`src/rtl/serial_subtr.sv`:
```
// Bit-serial adder/subtractor: one full-adder cell processes the operands LSB-first,
// one bit per clock, and returns S/Cout plus Zero/Lt compare flags.
module serial_subtr #(
  parameter int unsigned WIDTH = 8
) (
  input  logic             Clk,
  input  logic             Rst_n,
  input  logic             Start,
  input  logic [WIDTH-1:0] A,
  input  logic [WIDTH-1:0] B,
  input  logic             Cin,
  input  logic             Mod,
  output logic             Busy,
  output logic             Done,
  output logic [WIDTH-1:0] S,
  output logic             Cout,
  output logic             Zero,
  output logic             Lt
);

  localparam int unsigned CW = $clog2(WIDTH + 1);

  typedef enum logic [1:0] {
    ST_IDLE,
    ST_SHIFT,
    ST_DONE
  } state_t;

  state_t           state;
  state_t           state_nxt;
  logic [WIDTH-1:0] a_sr;
  logic [WIDTH-1:0] b_sr;
  logic [WIDTH-1:0] r_sr;
  logic             c;
  logic             mod_q;
  logic [CW-1:0]    cnt;

  logic             sum_c;
  logic             carry_c;
  logic [WIDTH-1:0] res_c;

  // Full-adder cell and the result as it will stand after this edge's shift
  always_comb begin
    sum_c   = a_sr[0] ^ b_sr[0] ^ c;
    carry_c = (a_sr[0] & b_sr[0]) | (a_sr[0] & c) | (b_sr[0] & c);
    res_c   = {sum_c, r_sr[WIDTH-1:1]};
  end

  // State register
  always_ff @(posedge Clk) begin
    if (!Rst_n) begin
      state <= ST_IDLE;
    end else begin
      state <= state_nxt;
    end
  end

  // Next-state logic
  always_comb begin
    state_nxt = state;
    case (state)
      ST_IDLE:  if (Start) state_nxt = ST_SHIFT;
      ST_SHIFT: if (cnt == CW'(WIDTH - 1)) state_nxt = ST_DONE;
      ST_DONE:  state_nxt = ST_IDLE;
      default:  state_nxt = ST_IDLE;
    endcase
  end

  // Datapath and registered outputs
  always_ff @(posedge Clk) begin
    if (!Rst_n) begin
      a_sr  <= '0;
      b_sr  <= '0;
      r_sr  <= '0;
      c     <= 1'b0;
      mod_q <= 1'b0;
      cnt   <= '0;
      Busy  <= 1'b0;
      Done  <= 1'b0;
      S     <= '0;
      Cout  <= 1'b0;
      Zero  <= 1'b0;
      Lt    <= 1'b0;
    end else begin
      Busy <= (state_nxt != ST_IDLE);
      Done <= (state_nxt == ST_DONE);
      case (state)
        ST_IDLE: begin
          if (Start) begin
            a_sr  <= A;
            b_sr  <= B ^ {WIDTH{Mod}};
            c     <= Cin ^ Mod;
            mod_q <= Mod;
            cnt   <= '0;
          end
        end
        ST_SHIFT: begin
          c    <= carry_c;
          r_sr <= res_c;
          a_sr <= {1'b0, a_sr[WIDTH-1:1]};
          b_sr <= {1'b0, b_sr[WIDTH-1:1]};
          cnt  <= cnt + CW'(1);
          // Final bit: publish the completed result and flags
          if (state_nxt == ST_DONE) begin
            S    <= res_c;
            Cout <= carry_c;
            Zero <= (res_c == '0);
            Lt   <= mod_q & ~carry_c;
          end
        end
        default: ;
      endcase
    end
  end

endmodule

```
`config.mk`:
```
export PLATFORM = sky130hd
export DESIGN_NAME = serial_subtr
export DESIGN_NICKNAME = d
export VERILOG_FILES = /design/src/rtl/serial_subtr.sv
export SDC_FILE = /design/constraint.sdc
export NUM_CORES = 1
export LEC_CHECK = 0
export ABC_AREA = 1
export CAP_MARGIN = 20
export CORE_ASPECT_RATIO = 1.1
export CORE_MARGIN = 2
export CORE_UTILIZATION = 39
export DETAILED_ROUTE_END_ITERATION = 16
export REMOVE_ABC_BUFFERS = 1
export SLEW_MARGIN = 20
export SYNTH_ARGS = -nofsm -noshare
export SYNTH_HDL_FRONTEND = slang
export SYNTH_SLANG_ARGS = --single-unit
```
`constraint.sdc`:
```
create_clock -name Clk -period 2.5 [get_ports Clk]
set_input_delay 0.5 -clock Clk [delete_from_list [all_inputs] [get_ports Clk]]
set_output_delay 0.5 -clock Clk [all_outputs]
set_load 0.03 [all_outputs]
```
; After elaboration in Yosys (flattened, before gate mapping)
; Cells that the tools add are included.
[classes]
addsub = 1
n_mul = 0
n_div = 0
order_cmp = 0
n_eq_ne = 4
shifts = 0
muxes = 11
bitwise = 11
reduce_logical = 7
[ops]
columns = operator, count
row1 = $pmux W8 S2, 2
row2 = $mux W8, 2
row3 = $logic_not A8 Y1, 1
row4 = $pmux W4 S2, 1
row5 = $xor A8 B8 Y8, 1
row6 = $reduce_and A2 Y1, 3
row7 = $add A4 B1 Y4 const B, 1
row8 = $and A1 B1 Y1, 4
row9 = $eq A4 B3 Y1 const B, 1
row10 = $mux W2, 2
row11 = $mux W4, 1
row12 = $pmux W2 S2, 1
row13 = $reduce_bool A2 Y1, 2
row14 = $xor A1 B1 Y1, 3
row15 = $eq A2 B1 Y1 const B, 1
row16 = $eq A2 B2 Y1 const B, 1
row17 = $logic_not A2 Y1, 1
row18 = $ne A2 B2 Y1 const B, 1
row19 = $or A1 B1 Y1, 2
row20 = $pmux W1 S2, 1
row21 = $mux W1, 1
row22 = $not A1 Y1, 1
[word_totals]
ff_bits = 45
latchBits = 0
ramBits = 0
rom_bits = 0
in_bits = 21
word_cells = 47
mem_count = 0

; Logic depth before layout (Yosys ltp)
; Gate-level depths: netlist of the first run.
[logic_depth]
word_depth = 5
depth_mapped = 8

; Worst setup path before layout of the first run
; No wires, ideal clock.
[synth_timing]
kind = register -> register
start = register cnt[0]
end = register Lt
arrival_time_ns = 1.188
required_ns = 2.384
slack_ns = 1.196
path_stages_with_launch = 8
n_path_buf = 1
synth_period_minus_slack_ns = 1.304
cell_sequence = dfxtp_1 > ha_1 > nand2_1 > nor2_1 > nand2_1 > buf_2 > o21ai_0 > nor2_1
[synth_between]
elab_chain_len = 5
[synth_lines]
columns = item, line
row1 = "start, declared", 36  ; logic [CW-1:0] cnt;
row2 = "start signal, assigned", 102  ; cnt <= cnt + CW'(1);
row3 = $eq A4 B3 Y1, 63  ; ST_SHIFT: if (cnt == CW'(WIDTH - 1)) state_nxt = ST_DONE;
row4 = $mux W2, 63
row5 = $pmux W2 S2, 61  ; case (state)
row6 = $eq A2 B2 Y1, 104  ; if (state_nxt == ST_DONE) begin
row7 = $reduce_and A2 Y1 (no source line), n/a
row8 = "end signal, assigned", 108  ; Lt <= mod_q & ~carry_c;
row9 = "end, declared", 18  ; output logic Lt
; Every way passes these cells.
; A chain may end at the register's enable or synchronous reset.

; Worst setup path after layout of the first run
[layout_timing]
start = register Lt
end = output Lt
; No word-level cell between the ends.

==> summary.md, run 1 <==
| Metric | Value |
|---|---|
| Area share of the largest cell type after synthesis | `45.0%` |
| Hold-fix buffers, CTS | `0` |
| CP Launch Type | `flip-flop` |
| Max incr delay on CP | `680 ps` |
| Starting DRT DRC Count | `112` |
| HP Class | `reg -> reg` |
| Boundary Pins | `34` |
| Max_slew headroom | `62.2%` |
| Sequential cell area | `881 um2` |
| Vias | `1772` |
| Multi-input gate area | `881 um2` |
| Setup ws final | `664 ps` |
| Skew-Pair Late Insertion Delay | `300 ps` |
| Slowest CP cell | `clkdlybuf4s50_1` |
| Net switching power | `368 uW` |
| Main synth FF type | `dfxtp_1` |
| CP Cell Sequence | `clkdlybuf4s50_1` |
| Pins Over Slew Limit | `0` |
| Die Y | `78.3 um` |
| Placed Cells | `379` |
| Crit path from | `Lt` |
| Combinational Power Share | `12.1%` |
| Status | `finished clean` |
| Non-Filler Instances | `387` |
| Max H-tree Level | `2` |
| HP Start | `S[7]` |
| VDD IR max | `0.224 mV` |
| Final wirelength | `4.13 mm` |
| Clock Path Buffers | `2` |
| CP top delay family | `buffers and inverters` |
| Synthesized area | `0.00196 mm2` |
| DP Worst Slack | `468 ps` |
| Max-cap violations | `0` |
| GR Layer Usage met1 | `20.5%` |
| CP endpoint kind | `output pin` |
| Final hold viol count | `0` |
| Worst-path clk slew | `90 ps` |
| Max Freq | `0.545 GHz` |
| EDFF count, synth | `0` |
| RSZ-0062 raised after global routing | `no` |
| Clock sinks | `44` |
| Worst reg2reg startpoint | `cnt[0]` |
| Busiest grt layer | `met2` |
| Diodes inserted | `0` |
| DR vias/cell | `4.58` |
| Worst path bufs/invs | `1` |
| Area delta synth->final | `25.9%` |
| FP Rows | `27` |
| Layout cell share with drive strength beyond 1 | `4.86%` |
| Sw Share | `24.4%` |
| Number of buffers created by CTS | `5` |
| GPL Wtd Cong | `0.729` |
| Worst EP required | `2000 ps` |
| CTS tree | `built` |
| Met3 track demand over resource | `3.59%` |
| Post-synthesis cell count | `294` |
| Global-route usage over all layers | `15.9%` |
| CTS-repair resized insts | `0` |
| Final net count | `351` |
| Setup Total Neg Slack | `0 ps` |
| Largest net degree at the start of global routing | `24` |
| PortBufs | `33` |
| Util after Layout | `50.0%` |
| Antenna-violating nets left | `0` |
| DP Wirelength | `2.93 mm` |
| FF+latch count, synth | `44` |
| Synth cell count leaders | `nand2_1 (81), nor2_1 (48), dfxtp_1 (44), inv_1 (36), nand3_1 (35)` |
| P_int | `1.14 mW` |
| Filler cells | `505` |
| Main area contributors after synthesis | `dfxtp_1 (45%), nand2_1 (16%), nor2_1 (9.2%), nand3_1 (8.9%), inv_1 (6.9%)` |
| Share of power burned in the clock network | `38.1%` |
| Register area share after synthesis | `45.0%` |
| Count leader, synth | `nand2_1` |
| Setup Fix Bufs, Post-CTS | `0` |
| Reg power frac | `49.8%` |
| DRC | `0` |
| Aggregate global routing overflow | `0` |
| Crit path max fanout | `2` |
| Avg Inst Size Synth | `6.66 um2` |
| Core region area | `0.00493 mm2` |
| Drt pass-1 iters | `4` |
| Initial antenna violation count | `0` |
| Power Density | `610 mW/mm2` |
| Die width | `71.6 um` |
| Final Instance Area | `0.00247 mm2` |
| Ys Warns | `0` |
| WP data arrival | `1340 ps` |
| Wire per inst | `10.7 um` |
| Initial core utilization | `39.7%` |
| Met2 Use GR | `26.5%` |
| Root buf cell | `clkbuf_8` |
| Worst-margin pin slew | `566 ps` |
| Fin crit period | `1840 ps` |
| Leak Pwr | `1.13 nW` |
| Yosys top cell by area | `dfxtp_1` |
| Crit Path Class | `reg -> out` |
| Skew final | `12.4 ps` |
| Async SR Flop Fraction | `0%` |
| Die area | `0.00561 mm2` |
| Post-synth cell types | `16` |
| # setup viols final | `0` |
| Fin crit share | `73.4%` |
| Post-DP Area | `0.00234 mm2` |
| Vias in the first global route | `1553` |
| Global-route wire length before repair | `7.20 mm` |
layer usage:
metal  part of all wire, %  routed length (um)
met5                     0                   0
met4                  0.97                  40
met3                   4.2                 175
met2                    47                1950
met1                    48                1970
layout by cell type (no fill, tap or decap):
cell type	Yosys	final
nand2_2	1	1
fa_1	1	1
ha_1	1	1
o21ai_0	17	17
clkinv_4	0	1
bufinv_16	0	1
clkbuf_8	0	6
nand2_1	81	81
buf_4	3	6
dfxtp_1	44	44
inv_1	36	36
nor2_2	1	1
clkdlybuf4s50_1	0	33
a21oi_1	15	15
a211oi_1	1	1
xor2_1	1	1
nor2_1	48	48
nand3_1	35	35
per-stage QoR:
step,hold WS [ps],total power [mW]
final,472,1.50
after global placement,462,0.948
after global routing,504,1.58
after CTS,471,1.52
after detailed placement,457,0.949
after floorplan,430,0.867
cells by family (layout without fill, tap and decap cells):
family | Yosys count | count (layout) | share of synthesized area (%)
simple gates | 166 | 166 | 34.3
fa+ha+maj | 2 | 2 | 1.66
xor+xnor | 1 | 1 | 0.447
buf+inv | 48 | 83 | 10.1
flops | 44 | 44 | 45.0
compound gates | 33 | 33 | 8.56
path summary, 6_finish.rpt:
check              end  slack, ps  cells after the start
setup / recovery    Lt        660                      1
hold / removal    S[7]        470                      2
setup reg to reg  S[6]        830                      6
hold reg to reg   S[7]        470                      2
power by group through the flow:
stage / sequential, mW / combinational, mW / clock, mW
5_1_grt: 0.754 / 0.211 / 0.620
3_3_place_gp: 0.765 / 0.183 / 0
6_report: 0.750 / 0.182 / 0.573
4_1_cts: 0.750 / 0.184 / 0.588
2_1_floorplan: 0.764 / 0.103 / 0
3_5_place_dp: 0.766 / 0.183 / 0
flip-flops by register name, indices dropped and copies added, names as in the netlist:
| register | cells |
|---|---|
| S | 8 |
| r_sr | 7 |
| Done | 1 |
| Lt | 1 |
| b_sr | 8 |
| Cout | 1 |
| a_sr | 8 |
| state | 2 |
| cnt | 4 |
| Zero | 1 |
| c | 1 |
| mod_q | 1 |
| Busy | 1 |
cell type report:
cell class,count,area share [%]
Clock buffer,6,3.35
Clock inverter,2,1.57
Inverter,36,5.48
Multi-Input combinational cell,202,35.7
Sequential cell,44,35.7
Tap cell,58,2.94
Timing Repair Buffer,39,15.2
No activity file was read; power rests on OpenSTA's default activity.
==> inputs of run 2 (changes only) <==
clock period = 1.7 ns   (was 2.5 ns; I/O delays follow)
==> run 2 against run 1 <==
Net effect:
- largest cell class unchanged
- global-route usage up 0.50 points
- worst hold slack worse by 9.2 ps
- critical endpoint unchanged
- sequential share of layout area down 0.27 points
- die area unchanged
- first-iteration DRC count down 22%
- wire length down 0.29%
- power up 35%
- count of clock-buffer cells in the layout down 1
- register-to-register slack worse by 630 ps
- combinational power up 53%
- design area up 0.76%
==> summary.md, run 2 (synthesized netlist as in run 1, its figures left out) <==
| Metric | Value |
|---|---|
| Slowest CP cell | `clkdlybuf4s50_1` |
| Most frequent cells in the layout | `nand2_1 (81), nor2_1 (48), dfxtp_1 (44)` |
| HP Class | `reg -> reg` |
| Clock Path Buffers | `2 (unchanged)` |
| VDD IR max | `0.252 mV (+12%)` |
| RSZ-0062 raised after global routing | `no` |
| Post-DP Area | `0.00240 mm2 (+2.2%)` |
| Worst path bufs/invs | `1 (unchanged)` |
| Reg power frac | `54.2% (+4.4 points)` |
| Util after Layout | `50.4% (+0.38 points)` |
| Max incr delay on CP | `670 ps (about the same)` |
| Met3 track demand over resource | `3.72% (+0.13 points)` |
| Skew-Pair Late Insertion Delay | `300 ps (about the same)` |
| Share of power burned in the clock network | `32.1% (-6.0 points)` |
| Antenna-violating nets left | `0 (unchanged)` |
| CP endpoint kind | `output pin` |
| Crit path max fanout | `2 (unchanged)` |
| Placed Cells | `386 (+1.8%)` |
| Hold Path Stages | `2 (unchanged)` |
| Hold-fix buffers, CTS | `0 (unchanged)` |
| HP Start | `S[7]` |
| Die Y | `78.3 um (unchanged)` |
| Diodes inserted | `0 (unchanged)` |
| Busiest grt layer | `met2` |
| DR vias/cell | `4.52 (-1.3%)` |
| GPL Wtd Cong | `0.720 (-1.2%)` |
| Starting DRT DRC Count | `87 (-22%)` |
| Worst-margin pin slew | `572 ps (+5.80 ps)` |
| FP Rows | `27 (unchanged)` |
| Number of buffers created by CTS | `5 (unchanged)` |
| Power Density | `819 mW/mm2 (+34%)` |
| Core region area | `0.00493 mm2 (unchanged)` |
| Fin crit share | `97.3%` |
| CP Cell Sequence | `clkdlybuf4s50_1` |
| R2R cell count | `6 (unchanged)` |
| Layout cell share with drive strength beyond 1 | `6.85% (+2.0 points)` |
| Clock sinks | `44 (unchanged)` |
| # setup viols final | `0 (unchanged)` |
| Final Instance Area | `0.00248 mm2 (+0.76%)` |
| Crit Path Class | `reg -> out` |
| Met2 Use GR | `28.5% (+2.0 points)` |
| Setup ws final | `46.4 ps (-618 ps)` |
| Combinational Power Share | `13.7% (+1.6 points)` |
| Max H-tree Level | `2 (unchanged)` |
| DRC | `0 (unchanged)` |
| CTS-repair resized insts | `0 (unchanged)` |
| Vias | `1780 (+0.45%)` |
| Global-route wire length before repair | `7.21 mm (+0.19%)` |
| Aggregate global routing overflow | `0 (unchanged)` |
| Worst-path clk slew | `80 ps (about the same)` |
| Global-route usage over all layers | `16.4% (+0.50 points)` |
| Pins Over Slew Limit | `0 (unchanged)` |
| Filler cells | `558 (+10%)` |
| CTS tree | `built` |
| Worst EP required | `1360 ps (-640 ps)` |
| Final net count | `358 (+2.0%)` |
| Setup Total Neg Slack | `0 ps (unchanged)` |
| Non-Filler Instances | `394 (+1.8%)` |
| Die area | `0.00561 mm2 (unchanged)` |
| Critical Path Stages | `1 (unchanged)` |
| PortBufs | `33 (unchanged)` |
| Initial antenna violation count | `0 (unchanged)` |
| Worst reg2reg startpoint | `cnt[0]` |
| DP Worst Slack | `86.9 ps (-381 ps)` |
| Drt pass-1 iters | `6 (+2)` |
| Die width | `71.6 um (unchanged)` |
| Max Freq | `0.605 GHz` |
| Largest net degree at the start of global routing | `17 (-29%)` |
| Initial core utilization | `39.7% (unchanged)` |
| WP data arrival | `1310 ps (-30 ps)` |
| Final wirelength | `4.12 mm (-0.29%)` |
| Boundary Pins | `34 (unchanged)` |
| Fin crit period | `1650 ps` |
| Status | `finished clean` |
| Vias in the first global route | `1641 (+5.7%)` |
| P_int | `1.49 mW (+31%)` |
| Area delta synth->final | `26.8%` |
| Final hold viol count | `0 (unchanged)` |
| CP top delay family | `buffers and inverters` |
| Worst Hold Path EP | `S[7]` |
| Sw Share | `26.9% (+2.4 points)` |
| Max-cap violations | `0 (unchanged)` |
| Skew final | `4.50 ps (-7.92 ps)` |
| Flop-to-flop setup slack | `200 ps (-630 ps)` |
| CP Launch Type | `flip-flop` |
| GR Layer Usage met1 | `18.9% (-1.5 points)` |
| Commonest non-fill, non-tap cell in the layout | `nand2_1` |
| Reg-to-reg endpoint | `S[6]` |
| Max_slew headroom | `61.8% (-0.39 points)` |
| Largest registers | `S x8, a_sr x8, b_sr x8` |
| Leak Pwr | `1.16 nW (+1.9%)` |
| Root buf cell | `clkbuf_8` |
| Wire per inst | `10.5 um (-2.1%)` |
| Setup Fix Bufs, Post-CTS | `0 (unchanged)` |
| DP Wirelength | `3.05 mm (+3.9%)` |
| Net switching power | `547 uW (+49%)` |
==> run 2: power groups by stage <==
| stage | Clock, mW | Sequential (mW) | Combinational [mW] |
|---|---|---|---|
| after floorplan | 0 | 1.12 | 0.151 |
| after global placement | 0 | 1.13 | 0.281 |
| after detailed placement | 0 | 1.13 | 0.282 |
| after CTS | 0.672 | 1.10 | 0.283 |
| after global routing | 0.708 | 1.11 | 0.319 |
| final | 0.653 | 1.10 | 0.279 |
==> run 2: stage by stage <==
stage / hold slack, ps / power [mW]
after detailed placement: 454 / 1.41
after floorplan: 430 / 1.27
after global placement: 458 / 1.41
after global routing: 501 / 2.14
after CTS: 467 / 2.06
final: 463 / 2.03
==> run 2: layer usage <==
| metal | routed length (um) | up-vias |
|---|---|---|
| met5 | 0 | - |
| met4 | 82 | 0 |
| met3 | 152 | 6 |
| met2 | 1910 | 33 |
| met1 | 1970 | 750 |
| li1 | - | 991 |
==> run 2: worst max path at each step <==
stage,slack (ps),start,to
3_5_place_dp,90,Start,a_sr[5]
5_1_grt,1,S[2],S[2]
3_3_place_gp,150,Start,a_sr[6]
2_1_floorplan,110,state[0],Lt
4_1_cts,30,S[0],S[0]
6_report,50,Lt,Lt
==> run 2: area by class of cell <==
type / instances / area (um2) / area share, %
multi-input combinational: 202 / 881 / 35.4
sequential: 44 / 881 / 35.4
inverter: 36 / 135 / 5.44
tap: 58 / 72.6 / 2.92
clock buffer: 5 / 68.8 / 2.77
clock inverter: 3 / 18.8 / 0.755
timing repair buffer: 46 / 428 / 17.2
==> run 2: tightest hold or removal path, delay by kind of cell, from the launching register on <==
| kind | cells | cell delay, ps |
|---|---|---|
| flip-flops | 1 | 320 |
| AO/OA/AOI/OAI | 1 | 50 |
| AND/OR/NAND/NOR | 1 | 60 |
==> inputs of run 3 (changes only) <==
CORE_MARGIN = 5   (was 2)
GPL_TIMING_DRIVEN = 0   (was default)
clock period = 1.4 ns   (was 1.7 ns; I/O delays follow)
==> run 3 against run 2 <==
Net effect:
- wire length up 7.9%
- core utilization up 0.81 points
- count of clock-buffer cells in the layout up 2
- clock skew up 1.8 ps
- register-to-register slack worse by 120 ps
==> summary.md, run 3 (synthesized netlist as in run 1, its figures left out) <==
| Metric | Value |
|---|---|
| Fin Hold WS | `460 ps (-2.91 ps)` |
| Root buf cell | `clkbuf_8` |
| Power Density | `994 mW/mm2 (+21%)` |
| Die area | `0.00654 mm2 (+17%)` |
| Crit path from | `b_sr[0]` |
| Final hold viol count | `0 (unchanged)` |
| Reg-to-reg endpoint | `Zero` |
| Layout cell share with drive strength beyond 1 | `9.39% (+2.5 points)` |
| Fin crit period | `1320 ps` |
| Max Freq | `0.755 GHz` |
| Skew-Pair Late Insertion Delay | `290 ps (about the same)` |
| Boundary Pins | `34 (unchanged)` |
| Worst-path clk slew | `80 ps (about the same)` |
| CTS tree | `built` |
| HP Class | `reg -> reg` |
| Commonest non-fill, non-tap cell in the layout | `nand2_1` |
| Vias | `1865 (+4.8%)` |
| Largest registers | `S x8, a_sr x8, b_sr x8` |
| Worst EP required | `1630 ps (+270 ps)` |
| Global-route wire length before repair | `7.27 mm (+0.86%)` |
| Final net count | `352 (-1.7%)` |
| FP Rows | `27 (unchanged)` |
| Critical Path Stages | `6 (+5)` |
| Worst reg2reg startpoint | `b_sr[0]` |
| Initial antenna violation count | `0 (unchanged)` |
| Worst path bufs/invs | `0 (-1)` |
| Drt pass-1 iters | `5 (-1)` |
| CP endpoint kind | `flip-flop` |
| Fin crit share | `94.6%` |
| Number of buffers created by CTS | `5 (unchanged)` |
| Aggregate global routing overflow | `0 (unchanged)` |
| Skew final | `6.31 ps (+1.81 ps)` |
| Core region area | `0.00493 mm2 (unchanged)` |
| Antenna-violating nets left | `0 (unchanged)` |
| Crit path to | `Zero` |
| DRC | `0 (unchanged)` |
| Crit-path most repeated cell | `nor2_1` |
| Die width | `77.6 um (+8.4%)` |
| RSZ-0062 raised after global routing | `yes` |
| Setup ws final | `75.4 ps (+29.0 ps)` |
| Flop-to-flop setup slack | `80 ps (-120 ps)` |
| Vias in the first global route | `1626 (-0.91%)` |
| Final wirelength | `4.44 mm (+7.9%)` |
| Pins Over Slew Limit | `0 (unchanged)` |
| Clock sinks | `44 (unchanged)` |
| PortBufs | `33 (unchanged)` |
| Area delta synth->final | `28.9%` |
| Clock Path Buffers | `2 (unchanged)` |
| Crit Path Class | `reg -> reg` |
| Die Y | `84.3 um (+7.7%)` |
| Max_slew headroom | `61.1% (-0.79 points)` |
| Initial core utilization | `39.7% (unchanged)` |
| DR vias/cell | `4.81 (+6.4%)` |
| Max-cap violations | `0 (unchanged)` |
| R2R cell count | `6 (unchanged)` |
| Max H-tree Level | `2 (unchanged)` |
| Crit path max fanout | `3 (+1)` |
| GPL Wtd Cong | `0.726 (+0.89%)` |
| WP data arrival | `1560 ps (+250 ps)` |
| Status | `finished clean` |
| Worst-margin pin slew | `584 ps (+12.4 ps)` |
| Global-route usage over all layers | `13.3% (-3.1 points)` |
| Most frequent cells in the layout | `nand2_1 (77), nor2_1 (44), dfxtp_1 (40)` |
| Largest net degree at the start of global routing | `29 (+12)` |
| Util after Layout | `51.2% (+0.81 points)` |
| DP Wirelength | `2.94 mm (-3.6%)` |
| Diodes inserted | `0 (unchanged)` |
| VDD IR max | `0.463 mV (+84%)` |
| CP top delay family | `adder cells` |
| Slowest CP cell | `fa_1` |
| Max incr delay on CP | `530 ps (-140 ps)` |
| CP Launch Type | `flip-flop` |
| Leak Pwr | `1.21 nW (+4.2%)` |
| DP Worst Slack | `-962 ps (-1050 ps)` |
| Starting DRT DRC Count | `102 (+17%)` |
| CP Cell Sequence | `fa_1 > nor2_1 > nand2_1 > nor2_1 > nor2_1 > nor2_1` |
| Wire per inst | `11.5 um (+9.6%)` |
| # setup viols final | `0 (unchanged)` |
## run 3: cell count changes in the layout (fill, tap and decap cells not counted), moves of 3 or more
cell,before,now
clkdlybuf4s50_1,33,17
dfxtp_1,44,40
dfxtp_2,0,3
buf_4,13,5
nor2_4,0,6
nand2_1,81,77
dlygate4sd2_1,0,15
nor2_1,48,44
## run 3: worst min path at each step
stage	from	end	slack, ps	depth (start not counted)
floorplan	Rst_n	a_sr[4]	380	2
CTS	Cout	Cout	480	2
global route	cnt[0]	cnt[0]	480	1
global placement	mod_q	mod_q	440	2
finish	cnt[0]	cnt[0]	460	1
detailed placement	Cout	Cout	470	2
## run 3: area by class of cell
class | instances | area [um2]
Clock buffer | 7 | 86.3
Clock inverter | 1 | 7.51
Fill cell | 517 | 2410
Inverter | 36 | 139
Multi-Input combinational cell | 203 | 961
Sequential cell | 44 | 888
Tap cell | 58 | 72.6
Timing Repair Buffer | 39 | 370
## run 3: worst reg2reg max path, delay by kind of cell, from the launching register on
| family | cells | cell delay [ps] |
|---|---|---|
| adders and majority gates | 1 | 530 |
| and+or+nand+nor | 5 | 400 |
| DFF | 1 | 340 |
## run 3: report_power, final
group          leakage, nW  switching [mW]  internal [mW]
Clock               0.0445           0.417          0.401
Sequential           0.361          0.0381           1.31
Combinational        0.800           0.198          0.149
## run 3: stage by stage
stage | power, mW | std cells | area [um2] | TNS [ps]
2_1_floorplan | 1.55 | 282 | 1900 | -1620
3_3_place_gp | 1.68 | 373 | 2300 | -30610
3_5_place_dp | 1.69 | 373 | 2300 | -30950
4_1_cts | 2.53 | 384 | 2470 | 0
5_1_grt | 2.64 | 388 | 2520 | -38.8
6_report | 2.51 | 388 | 2520 | 0
## run 3: layer usage
metal,track usage [%],vias up,wire length (um)
met3,3.33,2,224
met5,0,-,0
li1,-,985,-
met1,16.1,838,2040
met4,3.28,0,21
met2,23.5,40,2150
## run 3: repair_timing
| item | CTS | global route |
|---|---|---|
| endpoints found under the hold margin | 0 | 0 |
| hold buffers | 0 | 0 |
| buffers inserted | 2 | 4 |
| resized for setup | 37 | 7 |
| pin swaps | 1 | 5 |
| cloned | 1 | 0 |
| setup endpoints to repair | 57 | 19 |
